File: config.mk
export PLATFORM = sky130hd
export DESIGN_NAME = pipelined_addsub
export DESIGN_NICKNAME = d
export VERILOG_FILES = /design/src/rtl/addsub_pkg.sv /design/src/rtl/rca_segment.sv /design/src/rtl/pipelined_addsub.sv
export SDC_FILE = /design/constraint.sdc
export NUM_CORES = 1
export LEC_CHECK = 0
export CAP_MARGIN = 10
export CORE_MARGIN = 1
export CORE_UTILIZATION = 30
export DETAILED_ROUTE_END_ITERATION = 8
export MAX_ROUTING_LAYER = met4
export SLEW_MARGIN = 30
export SYNTH_ARGS = -nofsm -noshare
export SYNTH_HDL_FRONTEND = slang
export SYNTH_SLANG_ARGS = --single-unit
File: constraint.sdc
create_clock -name clk -period 4.85 [get_ports clk]
set_clock_uncertainty 0.15 [all_clocks]
set_input_delay 0.97 -clock clk [delete_from_list [all_inputs] [get_ports clk]]
set_output_delay 0.97 -clock clk [all_outputs]
set_load 0.01 [all_outputs]
File: src/rtl/addsub_pkg.sv
// Shared configuration helpers and result type for the pipelined adder/subtractor.
package addsub_pkg;

  localparam int unsigned DEF_WIDTH  = 32;
  localparam int unsigned DEF_STAGES = 4;

  function automatic int unsigned seg_w(input int unsigned width, input int unsigned stages);
    return (stages == 0) ? 0 : width / stages;
  endfunction

  function automatic bit cfg_ok(input int unsigned width, input int unsigned stages);
    return (stages >= 1) && (stages <= width) && ((width % stages) == 0);
  endfunction

  typedef struct packed {
    logic [DEF_WIDTH-1:0] sum;
    logic                 cout;
    logic                 ovf;
  } addsub_result_t;

endpackage

File: src/rtl/rca_segment.sv
// Combinational SEG-bit ripple-carry segment built from a chain of full adders.
module rca_segment #(
  parameter int unsigned SEG = 8
) (
  input  logic [SEG-1:0] a,
  input  logic [SEG-1:0] b,
  input  logic           cin,
  output logic [SEG-1:0] sum,
  output logic           cout
);

  // Carries live in per-bit blocks so each link of the chain is its own net.
  for (genvar i = 0; i < SEG; i++) begin : g_fa
    logic ci;
    logic co;
    if (i == 0) begin : g_first
      assign ci = cin;
    end else begin : g_link
      assign ci = g_fa[i-1].co;
    end
    assign sum[i] = a[i] ^ b[i] ^ ci;
    assign co     = (a[i] & b[i]) | (ci & (a[i] ^ b[i]));
  end

  assign cout = g_fa[SEG-1].co;

endmodule

File: src/rtl/pipelined_addsub.sv
// Pipelined ripple-carry adder/subtractor: one SEG-bit segment per register stage,
// with a global advance enable for valid/ready flow control.
module pipelined_addsub
  import addsub_pkg::*;
#(
  parameter int unsigned WIDTH  = 32,
  parameter int unsigned STAGES = 4
) (
  input  logic             clk,
  input  logic             rst_n,
  input  logic             in_valid,
  output logic             in_ready,
  input  logic [WIDTH-1:0] in_a,
  input  logic [WIDTH-1:0] in_b,
  input  logic             in_cin,
  input  logic             in_sub,
  output logic             out_valid,
  input  logic             out_ready,
  output logic [WIDTH-1:0] out_sum,
  output logic             out_cout,
  output logic             out_ovf
);

  localparam int unsigned SEG = seg_w(WIDTH, STAGES);

  if (!cfg_ok(WIDTH, STAGES)) begin : g_bad_cfg
    $error("pipelined_addsub: WIDTH must be a multiple of STAGES and 1 <= STAGES <= WIDTH");
  end

  logic             v_q [STAGES];
  logic             c_q [STAGES];
  logic [WIDTH-1:0] a_q [STAGES];
  logic [WIDTH-1:0] b_q [STAGES];
  logic [WIDTH-1:0] s_q [STAGES];

  logic             v_d [STAGES];
  logic             c_d [STAGES];
  logic [WIDTH-1:0] a_d [STAGES];
  logic [WIDTH-1:0] b_d [STAGES];
  logic [WIDTH-1:0] s_d [STAGES];

  logic adv;

  assign adv      = ~v_q[STAGES-1] | out_ready;
  assign in_ready = adv;

  // Each stage carries full-width operand/sum words; stage k only rewrites its own segment.
  for (genvar k = 0; k < STAGES; k++) begin : g_stage
    logic [WIDTH-1:0] src_a;
    logic [WIDTH-1:0] src_b;
    logic [WIDTH-1:0] src_s;
    logic             src_c;
    logic             src_v;
    logic [SEG-1:0]   seg_sum;
    logic             seg_cout;
    logic [WIDTH-1:0] s_nxt;

    if (k == 0) begin : g_head
      assign src_a = in_a;
      assign src_b = in_sub ? ~in_b : in_b;
      assign src_s = '0;
      assign src_c = in_sub | in_cin;
      assign src_v = in_valid;
    end else begin : g_body
      assign src_a = a_q[k-1];
      assign src_b = b_q[k-1];
      assign src_s = s_q[k-1];
      assign src_c = c_q[k-1];
      assign src_v = v_q[k-1];
    end

    rca_segment #(.SEG(SEG)) u_seg (
      .a    (src_a[k*SEG +: SEG]),
      .b    (src_b[k*SEG +: SEG]),
      .cin  (src_c),
      .sum  (seg_sum),
      .cout (seg_cout)
    );

    always_comb begin
      s_nxt                = src_s;
      s_nxt[k*SEG +: SEG]  = seg_sum;
    end

    assign v_d[k] = src_v;
    assign c_d[k] = seg_cout;
    assign a_d[k] = src_a;
    assign b_d[k] = src_b;
    assign s_d[k] = s_nxt;
  end

  always_ff @(posedge clk or negedge rst_n) begin
    if (!rst_n) begin
      for (int unsigned k = 0; k < STAGES; k++) begin
        v_q[k] <= 1'b0;
        c_q[k] <= 1'b0;
        a_q[k] <= '0;
        b_q[k] <= '0;
        s_q[k] <= '0;
      end
    end else if (adv) begin
      for (int unsigned k = 0; k < STAGES; k++) begin
        v_q[k] <= v_d[k];
        c_q[k] <= c_d[k];
        a_q[k] <= a_d[k];
        b_q[k] <= b_d[k];
        s_q[k] <= s_d[k];
      end
    end
  end

  assign out_valid = v_q[STAGES-1];
  assign out_sum   = s_q[STAGES-1];
  assign out_cout  = c_q[STAGES-1];
  assign out_ovf   = (a_q[STAGES-1][WIDTH-1] == b_q[STAGES-1][WIDTH-1]) &
                     (s_q[STAGES-1][WIDTH-1] != a_q[STAGES-1][WIDTH-1]);

  // Only the operand sign bits are needed past the last segment.
  logic unused_tail;
  assign unused_tail = ^{a_q[STAGES-1], b_q[STAGES-1]};

endmodule
==> impl_metrics.csv <==
group,metric,value,unit
status,status,"finished, final reports clean",
floorplanning,core,0.02725,mm^2
worst_setup_path,worst-endpoint-required,5.01,ns
clocking,htree_levels,4,
final_layout,diodes,0,
synth,synth_seq_area_share,55.29,%
final_layout,drive_gt1_share,34.76,%
routing,via_count,4234,
global_route,top_usage_layer,"met2",
final_layout,syn_to_final_growth,23.96,%
clocking,clk_latency,0.43,ns
synth,syn-instance-count,510,
power_and_ir_drop,p_leak,4.628,nW
sta,min_period_over_period,96.33,%
floorplanning,start_util,30.89,%
clocking,cts_sinks,186,
clocking,numCtsBuffers,17,
sta,period_needed,4.672,ns
sta,rsz0062_at_grt,"false",
routing,wl_per_cell,15.69,um
sta,max_freq,214.1,MHz
synth,netlist_area,0.008418,mm^2
sta,hold_violations,0,
routing,postRouteAntennaNets,0,
global_route,antenna_found_initial,1,
final_layout,nFillCells,2543,
synth,ys_types,18,
placed_design,portBuffers,105,
routing,dr.first_iter.drc_count,222,
worst_setup_path,cp-start-kind,"input port",
global_route,grt_pass1_vias,4828,
synth,yosysTopAreaCell,"dfrtp_1",
global_route,overflow,0,
global_route,grt_first_pass_wirelength,26100,um
sta,worst_pin_slew,0.8683,ns
floorplanning,io_pins,106,
worst_hold_path,min_path_type,"in -> async",
routing,viasPerCell,4.226,
placed_design,dpl.cell_count,969,
worst_setup_path,crit_arrival,4.84,ns
clocking,cts_root_buffer,"clkbuf_16",
clocking,cts_hold_buf,0,
clocking,cts_tree,"built",
job,max_cap_violations,0,
synth,ys_seq_elements,186,
synth,synth.avg_cell_area,16.51,um^2
synth,synth_area_leaders,"dfrtp_1 55%, mux2_4 18%, mux2_2 9.2%",
power_and_ir_drop,peakVddDrop,0.0002495,V
placed_design,dp_hpwl,10440,um
global_route,use_met2,19.02,%
power_and_ir_drop,p_per_area,628.0,mW/mm^2
floorplanning,die_w,169.5,um
floorplanning,core.rowCount,60,
floorplanning,die_h,169.5,um
final_layout,final_cells,1002,
clocking,clk_pin_slew_worst_paths,0.07,ns
sta,timing.final.max_slew_violations,0,
final_layout,nets,719,
synth,synth.net_count,612,
worst_setup_path,critical_path_class,"in -> reg",
worst_setup_path,end_kind,"flop",
global_route,grt_use_total,12.17,%
sta,maxSlewHeadroom,42.11,%
clocking,cts.path.max_buffers,2,
routing,drcViolationCount,0,
sta,finalSetupViolations,0,
synth,yosys_warnings,0,
global_route,grt_max_degree,119,
global_route,gr-usage-met3,2.892,%
power_and_ir_drop,power,0.006554,W
placed_design,gp_congestion,0.7374,
global_route,gr-usage-met1,15.53,%
floorplanning,die_area,0.02873,mm^2
synth,synth.top_cell.area_share,55.29,%
routing,wl,15730,um
routing,first_pass_iters,4,
worst_setup_path,cp_max_fo,1,
## layer usage
layer  vias to the layer above  share of wire, %  wire (um)
met4                         0               1.3        204
met3                        16               3.3        520
li1                       1919                 -          -
met1                      2224                46       7293
met2                        75                49       7708
met5                         -                 0          0
## where the power goes
group / switching (W) / total, W / leakage, nW / internal (W)
registers: 0.000426 / 0.00268 / 2.15 / 0.00226
logic: 0.000896 / 0.00244 / 2.19 / 0.00155
clock network: 0.000640 / 0.00143 / 0.280 / 0.000788
## logic make-up after synthesis
logic type | Yosys count | synth area share (%)
flip-flops | 186 | 55.29
XOR/XNOR | 32 | 3.329
AO/OA/AOI/OAI | 15 | 0.9067
adder cells (fa/ha/maj) | 32 | 7.610
buffers and inverters | 55 | 3.968
multiplexers | 171 | 27.30
AND/OR/NAND/NOR | 19 | 1.590
## state kept, by name (all words and copies together), names as in the netlist
name / cells
g_stage.src_a: 48
g_stage.src_b: 48
g_stage.src_s: 48
out_sum: 32
g_stage.src_c: 3
g_stage.src_v: 3
a_q: 1
b_q: 1
out_cout: 1
out_valid: 1
## through the flow
| stage | setup TNS (ns) | hold slack, ns | cell area, um^2 | setup slack, ns | utilization (%) |
|---|---|---|---|---|---|
| finish | 0 | 0.2742 | 10440 | 0.1782 | 38.29 |
| global route | 0 | 0.2801 | 10440 | 0.05979 | 38.29 |
| CTS | 0 | 0.3159 | 10400 | 0.1015 | 38.18 |
| detailed placement | -0.3670 | 0.2994 | 9807 | -0.3670 | 35.99 |
| global placement | -0.2969 | 0.2924 | 9807 | -0.2969 | 35.99 |
| floorplan | 0 | 0.2805 | 8439 | 0.003989 | - |
## final cells by class
class                           count  area (um^2)  share of cell area [%]
Sequential cell                   186         4654                   44.60
Multi-Input combinational cell    269         3455                   33.11
Timing Repair Buffer              115         1159                   11.10
Tap cell                          372        465.4                   4.460
Clock buffer                       19        442.9                   4.245
Clock inverter                     13        153.9                   1.475
Inverter                           28        105.1                   1.007
## worst max-delay path: stages
cell and delay [ns]:
clkdlybuf4s50_1 0.51, xor2_2 0.18, fa_2 0.24, fa_1 0.16, inv_1 0.06, fa_2 0.37, fa_2 0.38, fa_1 0.44
fa_2 0.38, fa_1 0.40, inv_1 0.09, fa_1 0.41, mux2_4 0.26
## Yosys cell counts
cell type	count
xor2_1	25
nand2_1	1
clkbuf_1	2
fa_1	32
nand2b_1	3
o22ai_1	1
inv_1	28
a21oi_1	14
buf_4	1
mux2i_1	2
xnor2_1	7
mux2_2	69
mux2_4	100
dfrtp_1	186
or2_2	1
buf_6	15
buf_2	9
nor3b_1	14
## final timing paths
path | start | to | slack (ns) | depth (start not counted)
worst max-delay path | in_b[0] | g_stage[1].src_s[7] | 0.18 | 13
worst min-delay path | rst_n | out_sum[6] | 0.27 | 1
worst max register to register | g_stage[1].src_a[8] | g_stage[2].src_s[15] | 0.86 | 12
worst min register to register | g_stage[3].src_v | out_valid | 0.31 | 1
max in group asynchronous | rst_n | g_stage[1].src_a[28] | 3.18 | 3
min in group clk | g_stage[3].src_v | out_valid | 0.31 | 1
## what timing repair did
| item | 4_1_cts | 5_1_grt |
|---|---|---|
| endpoints found under the setup margin | 0 | 1 |
| resized for setup | 0 | 1 |
| setup buffers | 0 | 0 |
## cells in the final DEF, fill, tap and decap left out, drive strengths merged, types with 4 or more instances in the layout
cell           instances
clkdlybuf4s50        103
dfrtp                186
a21oi                 14
buf                   12
nor3b                 14
xor2                  25
clkinvlp               4
xnor2                  7
mux2                 169
clkbuf                19
inv                   35
fa                    32
No activity file was read; power rests on OpenSTA's default activity.
